File: config.mk
export PLATFORM = sky130hd
export DESIGN_NAME = issue_scheduler
export DESIGN_NICKNAME = d
export VERILOG_FILES = /design/src/rtl/issue_scheduler_pkg.sv /design/src/rtl/issue_scheduler_sb.sv /design/src/rtl/issue_scheduler.sv
export SDC_FILE = /design/constraint.sdc
export NUM_CORES = 1
export LEC_CHECK = 0
export CAP_MARGIN = 20
export CORE_ASPECT_RATIO = 1.1
export CORE_MARGIN = 10
export CORE_UTILIZATION = 45
export CTS_CLUSTER_DIAMETER = 30
export DETAILED_ROUTE_END_ITERATION = 10
export HOLD_SLACK_MARGIN = 0.05
export PLACE_DENSITY = 0.79
export SYNTH_ARGS = -nofsm -noshare
export SYNTH_HDL_FRONTEND = slang
export SYNTH_SLANG_ARGS = --single-unit
File: constraint.sdc
create_clock -name CLK -period 4.39 [get_ports CLK]
set_input_delay 0.878 -clock CLK [delete_from_list [all_inputs] [get_ports CLK]]
set_output_delay 0.878 -clock CLK [all_outputs]
set_load 0.05 [all_outputs]
File: src/rtl/issue_scheduler_pkg.sv
// Shared widths, slot record and state encoding for the issue scheduler.
// Imported by the scheduler top level and its scoreboard.
package issue_scheduler_pkg;

    localparam int XLEN  = 32;
    localparam int OPC_W = 17;
    localparam int REG_W = 5;
    localparam int CSR_W = 12;
    localparam int NREG  = 32;

    typedef enum logic {
        S_EMPTY = 1'b0,
        S_HELD  = 1'b1
    } slot_state_t;

    typedef struct packed {
        logic [XLEN-1:0]  pc;
        logic [OPC_W-1:0] opcode;
        logic [REG_W-1:0] rd;
        logic [REG_W-1:0] rs1;
        logic [REG_W-1:0] rs2;
        logic [CSR_W-1:0] csr;
        logic [XLEN-1:0]  imm;
    } slot_t;

    function automatic logic [NREG-1:0] reg_onehot(input logic [REG_W-1:0] idx);
        reg_onehot = '0;
        reg_onehot[idx] = 1'b1;
    endfunction

endpackage

File: src/rtl/issue_scheduler_sb.sv
// Register scoreboard: busy bits for pending writes plus the in-flight count.
// Exposes a writeback-bypassed busy view so a same-cycle writeback unblocks issue.
module issue_scheduler_sb
    import issue_scheduler_pkg::*;
#(
    parameter int MAX_INFLIGHT = 4,
    parameter int CNT_W        = 4
) (
    input  logic             CLK,
    input  logic             RST_N,
    input  logic             i_set_en,
    input  logic [REG_W-1:0] i_set_rd,
    input  logic             i_wb_valid,
    input  logic [REG_W-1:0] i_wb_rd,
    output logic [NREG-1:0]  o_busy_map,
    output logic [NREG-1:0]  o_busy_eff,
    output logic [CNT_W-1:0] o_inflight,
    output logic             o_full,
    output logic             o_wb_dec
);

    logic [NREG-1:0]  r_busy;
    logic [CNT_W-1:0] r_inflight;
    logic [NREG-1:0]  w_wb_mask;
    logic [NREG-1:0]  w_set_mask;
    logic [NREG-1:0]  w_busy_nxt;
    logic             w_set;

    always_comb begin
        w_wb_mask  = i_wb_valid ? reg_onehot(i_wb_rd) : '0;
        w_set      = i_set_en && (i_set_rd != '0);
        w_set_mask = w_set ? reg_onehot(i_set_rd) : '0;
        o_wb_dec   = i_wb_valid && (i_wb_rd != '0) && r_busy[i_wb_rd];
        o_busy_eff = r_busy & ~w_wb_mask;
        // Set after clear so a retiring and re-issuing register stays busy
        w_busy_nxt = ((r_busy & ~w_wb_mask) | w_set_mask) & ~NREG'(1);
        o_full     = (r_inflight == CNT_W'(MAX_INFLIGHT));
    end

    always_ff @(posedge CLK or negedge RST_N) begin
        if (!RST_N) begin
            r_busy     <= '0;
            r_inflight <= '0;
        end else begin
            r_busy <= w_busy_nxt;
            unique case ({w_set, o_wb_dec})
                2'b10:   r_inflight <= r_inflight + CNT_W'(1);
                2'b01:   r_inflight <= r_inflight - CNT_W'(1);
                default: r_inflight <= r_inflight;
            endcase
        end
    end

    assign o_busy_map = r_busy;
    assign o_inflight = r_inflight;

endmodule

File: src/rtl/issue_scheduler.sv
// Issue slot and handshake to execute; holds one checked instruction until
// its operands and destination are free of RAW/WAW hazards.
module issue_scheduler
    import issue_scheduler_pkg::*;
#(
    parameter int MAX_INFLIGHT = 4,
    parameter int CNT_W        = 4
) (
    input  logic             CLK,
    input  logic             RST_N,
    input  logic             FLUSH,
    input  logic             MEM_WAIT,
    input  logic             CHECK_ACCEPT,
    input  logic [XLEN-1:0]  CHECK_PC,
    input  logic [OPC_W-1:0] CHECK_OPCODE,
    input  logic [REG_W-1:0] CHECK_RD,
    input  logic [REG_W-1:0] CHECK_RS1,
    input  logic [REG_W-1:0] CHECK_RS2,
    input  logic [CSR_W-1:0] CHECK_CSR,
    input  logic [XLEN-1:0]  CHECK_IMM,
    output logic             SCHED_STALL,
    output logic             ISSUE_VALID,
    input  logic             ISSUE_READY,
    output logic [XLEN-1:0]  ISSUE_PC,
    output logic [OPC_W-1:0] ISSUE_OPCODE,
    output logic [REG_W-1:0] ISSUE_RD,
    output logic [REG_W-1:0] ISSUE_RS1,
    output logic [REG_W-1:0] ISSUE_RS2,
    output logic [CSR_W-1:0] ISSUE_CSR,
    output logic [XLEN-1:0]  ISSUE_IMM,
    input  logic             WB_VALID,
    input  logic [REG_W-1:0] WB_RD,
    output logic [NREG-1:0]  BUSY_MAP,
    output logic [CNT_W-1:0] INFLIGHT
);

    slot_state_t      r_state;
    slot_state_t      w_state_nxt;
    slot_t            r_slot;
    slot_t            w_check;
    logic             w_capture;
    logic             w_held;
    logic             w_hazard;
    logic             w_fire;
    logic             w_full;
    logic             w_wb_dec;
    logic [NREG-1:0]  w_busy_eff;

    issue_scheduler_sb #(
        .MAX_INFLIGHT(MAX_INFLIGHT),
        .CNT_W       (CNT_W)
    ) u_sb (
        .CLK       (CLK),
        .RST_N     (RST_N),
        .i_set_en  (w_fire),
        .i_set_rd  (r_slot.rd),
        .i_wb_valid(WB_VALID),
        .i_wb_rd   (WB_RD),
        .o_busy_map(BUSY_MAP),
        .o_busy_eff(w_busy_eff),
        .o_inflight(INFLIGHT),
        .o_full    (w_full),
        .o_wb_dec  (w_wb_dec)
    );

    always_comb begin
        w_check = '{pc: CHECK_PC, opcode: CHECK_OPCODE, rd: CHECK_RD,
                    rs1: CHECK_RS1, rs2: CHECK_RS2, csr: CHECK_CSR,
                    imm: CHECK_IMM};
        w_held = (r_state == S_HELD);
        w_hazard = ((r_slot.rs1 != '0) && w_busy_eff[r_slot.rs1])
                || ((r_slot.rs2 != '0) && w_busy_eff[r_slot.rs2])
                || ((r_slot.rd  != '0) && w_busy_eff[r_slot.rd])
                || ((r_slot.rd  != '0) && w_full && !w_wb_dec);
        // Flush suppresses the offer so a flushed slot can never fire
        ISSUE_VALID = w_held && !w_hazard && !MEM_WAIT && !FLUSH;
        w_fire      = ISSUE_VALID && ISSUE_READY;
        SCHED_STALL = (w_held && !w_fire) || (MEM_WAIT && w_held);
    end

    always_comb begin
        w_state_nxt = r_state;
        w_capture   = 1'b0;
        if (FLUSH) begin
            w_state_nxt = S_EMPTY;
        end else begin
            unique case (r_state)
                S_EMPTY: begin
                    if (CHECK_ACCEPT && !MEM_WAIT) begin
                        w_capture   = 1'b1;
                        w_state_nxt = S_HELD;
                    end
                end
                S_HELD: begin
                    if (w_fire) begin
                        w_capture   = CHECK_ACCEPT;
                        w_state_nxt = CHECK_ACCEPT ? S_HELD : S_EMPTY;
                    end
                end
                default: w_state_nxt = S_EMPTY;
            endcase
        end
    end

    always_ff @(posedge CLK or negedge RST_N) begin
        if (!RST_N) begin
            r_state <= S_EMPTY;
            r_slot  <= '0;
        end else begin
            r_state <= w_state_nxt;
            if (w_capture) begin
                r_slot <= w_check;
            end
        end
    end

    assign ISSUE_PC     = r_slot.pc;
    assign ISSUE_OPCODE = r_slot.opcode;
    assign ISSUE_RD     = r_slot.rd;
    assign ISSUE_RS1    = r_slot.rs1;
    assign ISSUE_RS2    = r_slot.rs2;
    assign ISSUE_CSR    = r_slot.csr;
    assign ISSUE_IMM    = r_slot.imm;

endmodule

* Word-level counts from Yosys, hierarchy flattened
Index checks and enable logic that the tools add are counted.
W data, S select, Z words.
** Operators by class
- Reduce and logical (&&, ||, !) cells :: 31
- Bitwise operators :: 4
- Equal/unequal tests :: 3
- Muxes and demuxes :: 23
- Order comparisons :: 6
- Add/subtract/negate cells :: 2
** Operator list (number)
- $mux W32 :: 2
- $and A32 B32 Y32 :: 1
- $not A32 Y32 :: 1
- $or A32 B32 Y32 :: 1
- $lt A5 B6 Y1 const B :: 4
- $bmux W1 S5 :: 4
- $reduce_bool A5 Y1 :: 4
- $logic_and A1 B1 Y1 :: 17
- $mux W1 :: 12
- $demux W1 S5 :: 2
- $ge A5 B1 Y1 const B :: 2
- $pmux W4 S2 :: 1
- $logic_not A1 Y1 :: 5
- $add A4 B1 Y4 const B :: 1
- $eq A4 B3 Y1 const B :: 1
- $logic_or A1 B1 Y1 :: 4
- $pmux W1 S2 :: 2
- $sub A4 B1 Y4 const B :: 1
- $eq A2 B1 Y1 const B :: 1
- $eq A2 B2 Y1 const B :: 1
- $reduce_bool A2 Y1 :: 1
- $not A1 Y1 :: 1
** Word-level totals
- Register bits after elaboration :: 144
- Input bits :: 120
- Output and inout port bits :: 146

* Longest topological paths before layout
- Depth after elaboration :: 21
- Depth in mapped cells :: 18

* Modules after synthesis
From an unflattened synthesis, not the netlist that was laid out.
** Unflattened totals
- Cells, all modules :: 1054
- Area, all modules :: 10346.2 µm²
** By module, submodules not included
- issue_scheduler :: area an instance 8360.5 µm², cells each 869, instances 1
- issue_scheduler_sb :: area an instance 1985.7 µm², cells each 185, instances 1

* Worst setup path before layout
OpenSTA, ideal clock, no wires.
- Path kind :: input -> output
- Start point :: input WB_RD[2]
- End point :: output ISSUE_VALID
- Slack :: 0.037 ns
- Stages on the path :: 8
- Data required time :: 3.512 ns
- Path buffers :: 2
- Arrival time :: 3.475 ns
- Path through :: buf_2 > or4b_1 > buf_2 > o311ai_1 > a41oi_1 > o311ai_1 > o2111ai_2 > nor3_1
** Between the ends
- Cells in the longest elaborated chain, start to end :: 17
- Elaborated cells between the ends (all ways) :: 31
- Classes of those cells :: order compare (2); mux (11); bitwise (2); reduce/logical (16)
** Ends and longest elaborated chain
- from (decl) :: RTL line issue_scheduler.sv:32 : input logic [REG_W-1:0] WB_RD,
- $lt A5 B6 Y1 (not written as such) / $ge A5 B1 Y1 (equally long branches) :: RTL line issue_scheduler_pkg.sv:28 : reg_onehot[idx] = 1'b1;
- $logic_and A1 B1 Y1 (not written as such) :: RTL line issue_scheduler_pkg.sv:28
- $mux W1 (not written as such) :: RTL line issue_scheduler_pkg.sv:28
- $demux W1 S5
- $mux W32 :: RTL line issue_scheduler_sb.sv:30 : w_wb_mask = i_wb_valid ? reg_onehot(i_wb_rd) : '0;
- $not A32 Y32 :: RTL line issue_scheduler_sb.sv:34 : o_busy_eff = r_busy & ~w_wb_mask;
- $and A32 B32 Y32 :: RTL line issue_scheduler_sb.sv:34
- $bmux W1 S5 (on tied branches) :: RTL line issue_scheduler.sv:71, issue_scheduler.sv:72
- $mux W1 (on tied branches) :: RTL line issue_scheduler.sv:71, issue_scheduler.sv:72
- $logic_and A1 B1 Y1 (on tied branches) :: RTL line issue_scheduler.sv:71, issue_scheduler.sv:72
- $logic_or A1 B1 Y1 :: RTL line issue_scheduler.sv:72 : || ((r_slot.rs2 != '0) && w_busy_eff[r_slot.rs2])
- $logic_or A1 B1 Y1 :: RTL line issue_scheduler.sv:73 : || ((r_slot.rd != '0) && w_busy_eff[r_slot.rd])
- $logic_or A1 B1 Y1 (*) :: RTL line issue_scheduler.sv:74 : || ((r_slot.rd != '0) && w_full && !w_wb_dec);
- $logic_not A1 Y1 (*) :: RTL line issue_scheduler.sv:76 : ISSUE_VALID = w_held && !w_hazard && !MEM_WAIT && !FLUSH;
- $logic_and A1 B1 Y1 (*) (3 in a row) :: RTL line issue_scheduler.sv:76
- to (decl) :: RTL line issue_scheduler.sv:22 : output logic ISSUE_VALID,
Every way passes the cells marked *; elsewhere a longest branch is shown, timed or not. The select of a mux whose other input is x is not followed.

* Worst setup path in the final report
Same ends and word-level chain as after synthesis.

==> impl_metrics.env <==
export IMPL_hold_class="flop to flop"
export IMPL_critPathKind="input port to primary output"
export IMPL_ys_warn_count=0
export IMPL_ys_ff_latch=144
export IMPL_async_reset_ff_share_pct=100
export IMPL_synthesis_area_sq_um=7630
export IMPL_grt_pass1_wl_mm=43.0
export IMPL_drtIter0Drc=534
export IMPL_synth_flop_cell="dfrtp_1"
export IMPL_ios=266
export IMPL_yosys_top_cells_area="dfrtp_1 47%, mux2_2 16%, mux2_4 3.9%, o21ai_0 3.9%, mux4_2 3.5%"
export IMPL_synth_edf_count=0
export IMPL_drv_cap=0
export IMPL_cts_path_max_buffers=2
export IMPL_fp_coreArea_sq_um=16500
export IMPL_cpLargestDelayFamily="buffers and inverters"
export IMPL_status="finished, final reports clean"
export IMPL_slew_headroom_pct=35.9
export IMPL_areaGrowthSynthToFinish_pct=53.6
export IMPL_syn_inst=636
export IMPL_hold_depth=1
export IMPL_crit_path_max_fanout=5
export IMPL_tns_ns=0
export IMPL_wl_mm=28.2
export IMPL_crit_path_end_kind="primary output"
export IMPL_cts_inserted_buffers=17
export IMPL_drc=0
export IMPL_rows=49
export IMPL_cp_num_buf_inv=6
export IMPL_place_congestion=0.980
export IMPL_htree_levels=4
export IMPL_clk_latency_ns=0.43
export IMPL_r2r_cells=16
export IMPL_antenna_cells=0
export IMPL_fp_dieH_um=157
export IMPL_grt_pass1_vias=7345
export IMPL_path_clk_slew_ns=0.06
export IMPL_antenna_found_initial=1
export IMPL_worst_setup_path_start_kind="input port"
export IMPL_start_util_pct=46.2
export IMPL_rsz0062_at_grt="false"
export IMPL_cts_sinks=144
export IMPL_seq_area_frac_synth_pct=47.2
export IMPL_max_stage_delay_ns=0.40
export IMPL_final_cells=1178
export IMPL_p_leak_nw=4.92
export IMPL_cts_tree="yes"
export IMPL_grt_max_degree=99
export IMPL_yosysTopAreaCell="dfrtp_1"
export IMPL_ctsRootBufferMaster="clkbuf_16"
export IMPL_min_period_ns=4.26
export IMPL_worst_pin_slew_ns=0.961
export IMPL_cp_cell_sequence="dlygate4sd2_1 > buf_4 > nand4b_1 > a2111oi_2 > a211oi_1 > o311ai_1 > buf_4 > o2111ai_4 > buf_4 > nor3_2 > buf_4 > buf_12"
export IMPL_via_per_inst=5.89
export IMPL_required_ns=3.51
export IMPL_critPathArrivalTime_ns=3.38
export IMPL_hold_viol=0
export IMPL_drv_slew=0
export IMPL_dp_cells=1136
export IMPL_drive_above_1_share_pct=29.4
export IMPL_routedWlPerCell_um=23.9
export IMPL_crit_cells=12
export IMPL_setup_viol_count_final=0
export IMPL_vias=6935
export IMPL_nNetsFinal=1084
export IMPL_peakVddDrop_uv=367
export IMPL_crit_path_frequent_cell="buf_4"
export IMPL_fmax_ghz=0.235
export IMPL_die_area_sq_um=22600
export IMPL_die_x_um=144
export IMPL_synth_top_cell_area_share_pct=47.2
export IMPL_fin_util_pct=71.0
export IMPL_first_pass_iters=5
export IMPL_ctsHoldBuffers=0
export IMPL_cellPowerDensity_nw_per_um2=478
export IMPL_cp_slowest_cell="a2111oi_2"
export IMPL_yosys_cell_count_top_type="dfrtp_1"
export IMPL_min_period_over_period_pct=97.0
export IMPL_portBuffers=264
export IMPL_grt_util_all_layers_pct=24.7
export IMPL_final_antenna_net_count=0
export IMPL_nFillCells=1234
export IMPL_synth_commonest_cells="144 x dfrtp_1, 111 x mux2_2, 60 x o21ai_0, 35 x nand2_1, 20 x mux2_4"
export IMPL_regToRegSetupSlack_ns=0.27
export IMPL_finalClockSkew_ns=0.0127
export IMPL_avgSynthCellArea_sq_um=12.0
export IMPL_synthDistinctLibCells=63
export IMPL_dp_hpwl_mm=21.1
export IMPL_grt_overflow_total=0
export IMPL_syn_nets=759
==> kinds of logic (layout without fill, tap and decap cells) <==
family / after synthesis / after routing / share of synthesized area [%]
muxes: 162 / 162 / 26.4
buffers and inverters: 55 / 393 / 3.63
adders and majority gates: 3 / 3 / 0.492
xor gates and xnor gates: 10 / 10 / 1.15
and+or+nand+nor: 128 / 128 / 9.74
AOI/OAI and AO/OA: 133 / 133 / 11.3
other: 1 / 1 / 0.0492
DFF: 144 / 144 / 47.2
==> worst register-to-register path, delay by kind of cell, from the launching register on <==
kind	cells	cell delay (ns)
AO/OA/AOI/OAI	3	0.59
multiplexers	1	0.20
flip-flops	1	0.76
XOR/XNOR	3	0.51
adder cells (fa/ha/maj)	2	0.44
buffers and inverters	2	0.52
AND/OR/NAND/NOR	5	0.98
==> cells in the final DEF (no fill, tap or decap), types with 4 or more instances in the layout <==
cell / instances
a211oi_1: 5
a21oi_1: 10
a31oi_1: 5
and3b_1: 4
buf_12: 5
buf_4: 80
clkbuf_16: 18
clkdlybuf4s50_1: 255
clkinvlp_4: 5
dfrtp_1: 144
dlygate4sd2_1: 4
inv_1: 10
inv_6: 5
mux2_2: 111
mux2_4: 20
mux2i_1: 18
mux4_2: 12
nand2_1: 35
nand2b_1: 7
nand3_1: 8
nand3b_1: 7
nand4_1: 5
nor2_1: 14
nor2b_1: 8
nor3_1: 12
o211ai_1: 5
o21ai_0: 60
o22ai_1: 4
o311ai_1: 9
o31ai_1: 4
xor2_1: 6
==> routing by layer <==
| metal | vias up | GRT usage [%] | routed length [um] |
|---|---|---|---|
| met5 | - | 0 | 13 |
| met1 | 3379 | 29.0 | 10200 |
| met3 | 79 | 10.4 | 3490 |
| met2 | 440 | 40.0 | 13700 |
| li1 | 3035 | - | - |
| met4 | 2 | 8.53 | 807 |
==> power breakdown <==
part           switching, mW  total (mW)  internal, mW  leakage, nW
sequential             0.257        1.83          1.57         1.78
clock                  0.631        1.39         0.756        0.262
combinational           1.45        2.38         0.932         2.88
==> repair_timing <==
action	in CTS	in global routing
gates resized for setup	28	10
setup buffers	8	1
gates cloned	0	1
pin swaps	6	1
endpoints found under the setup margin	2	4
==> per-stage QoR <==
| stage | setup WS [ns] | hold WS (ns) | area [sq um] | total power [mW] |
|---|---|---|---|---|
| final | 0.130 | 0.502 | 11700 | 5.60 |
| after global routing | 0.00540 | 0.513 | 11700 | 5.80 |
| after CTS | 0.0161 | 0.506 | 11600 | 5.61 |
| after detailed placement | -0.264 | 0.488 | 10900 | 4.17 |
| after global placement | -0.214 | 0.486 | 10900 | 4.14 |
| after floorplan | 0.0371 | 0.578 | 7630 | 3.23 |
==> worst paths after layout <==
kind | to | startpoint
max in group asynchronous | u_sb.o_busy_map[24]$_DFF_PN0_ | RST_N
min in group asynchronous | ISSUE_IMM[19]$_DFFE_PN0P_ | RST_N
min reg2reg | ISSUE_CSR[10]$_DFFE_PN0P_ | ISSUE_CSR[10]$_DFFE_PN0P_
max reg2reg | u_sb.o_inflight[2]$_DFFE_PN0P_ | ISSUE_RD[0]$_DFFE_PN0P_
min | ISSUE_CSR[10]$_DFFE_PN0P_ | ISSUE_CSR[10]$_DFFE_PN0P_
max | ISSUE_VALID | WB_RD[2]
==> flip-flops by register name, summed over array words and instances, names as in the netlist <==
register         cells
ISSUE_RD             5
u_sb.o_busy_map     31
ISSUE_PC            32
ISSUE_RS2            5
ISSUE_OPCODE        17
u_sb.o_inflight      4
ISSUE_RS1            5
ISSUE_IMM           32
ISSUE_CSR           12
r_state              1
==> cell type report <==
class / instances / area (sq um) / area share [%]
multi-input combinational: 437 / 3880 / 33.2
sequential: 144 / 3600 / 30.8
timing repair buffer: 350 / 3370 / 28.8
clock buffer: 18 / 439 / 3.75
tap: 204 / 255 / 2.18
clock inverter: 14 / 120 / 1.03
inverter: 11 / 41.3 / 0.352
Note: power is estimated with default switching activity, not from simulation.
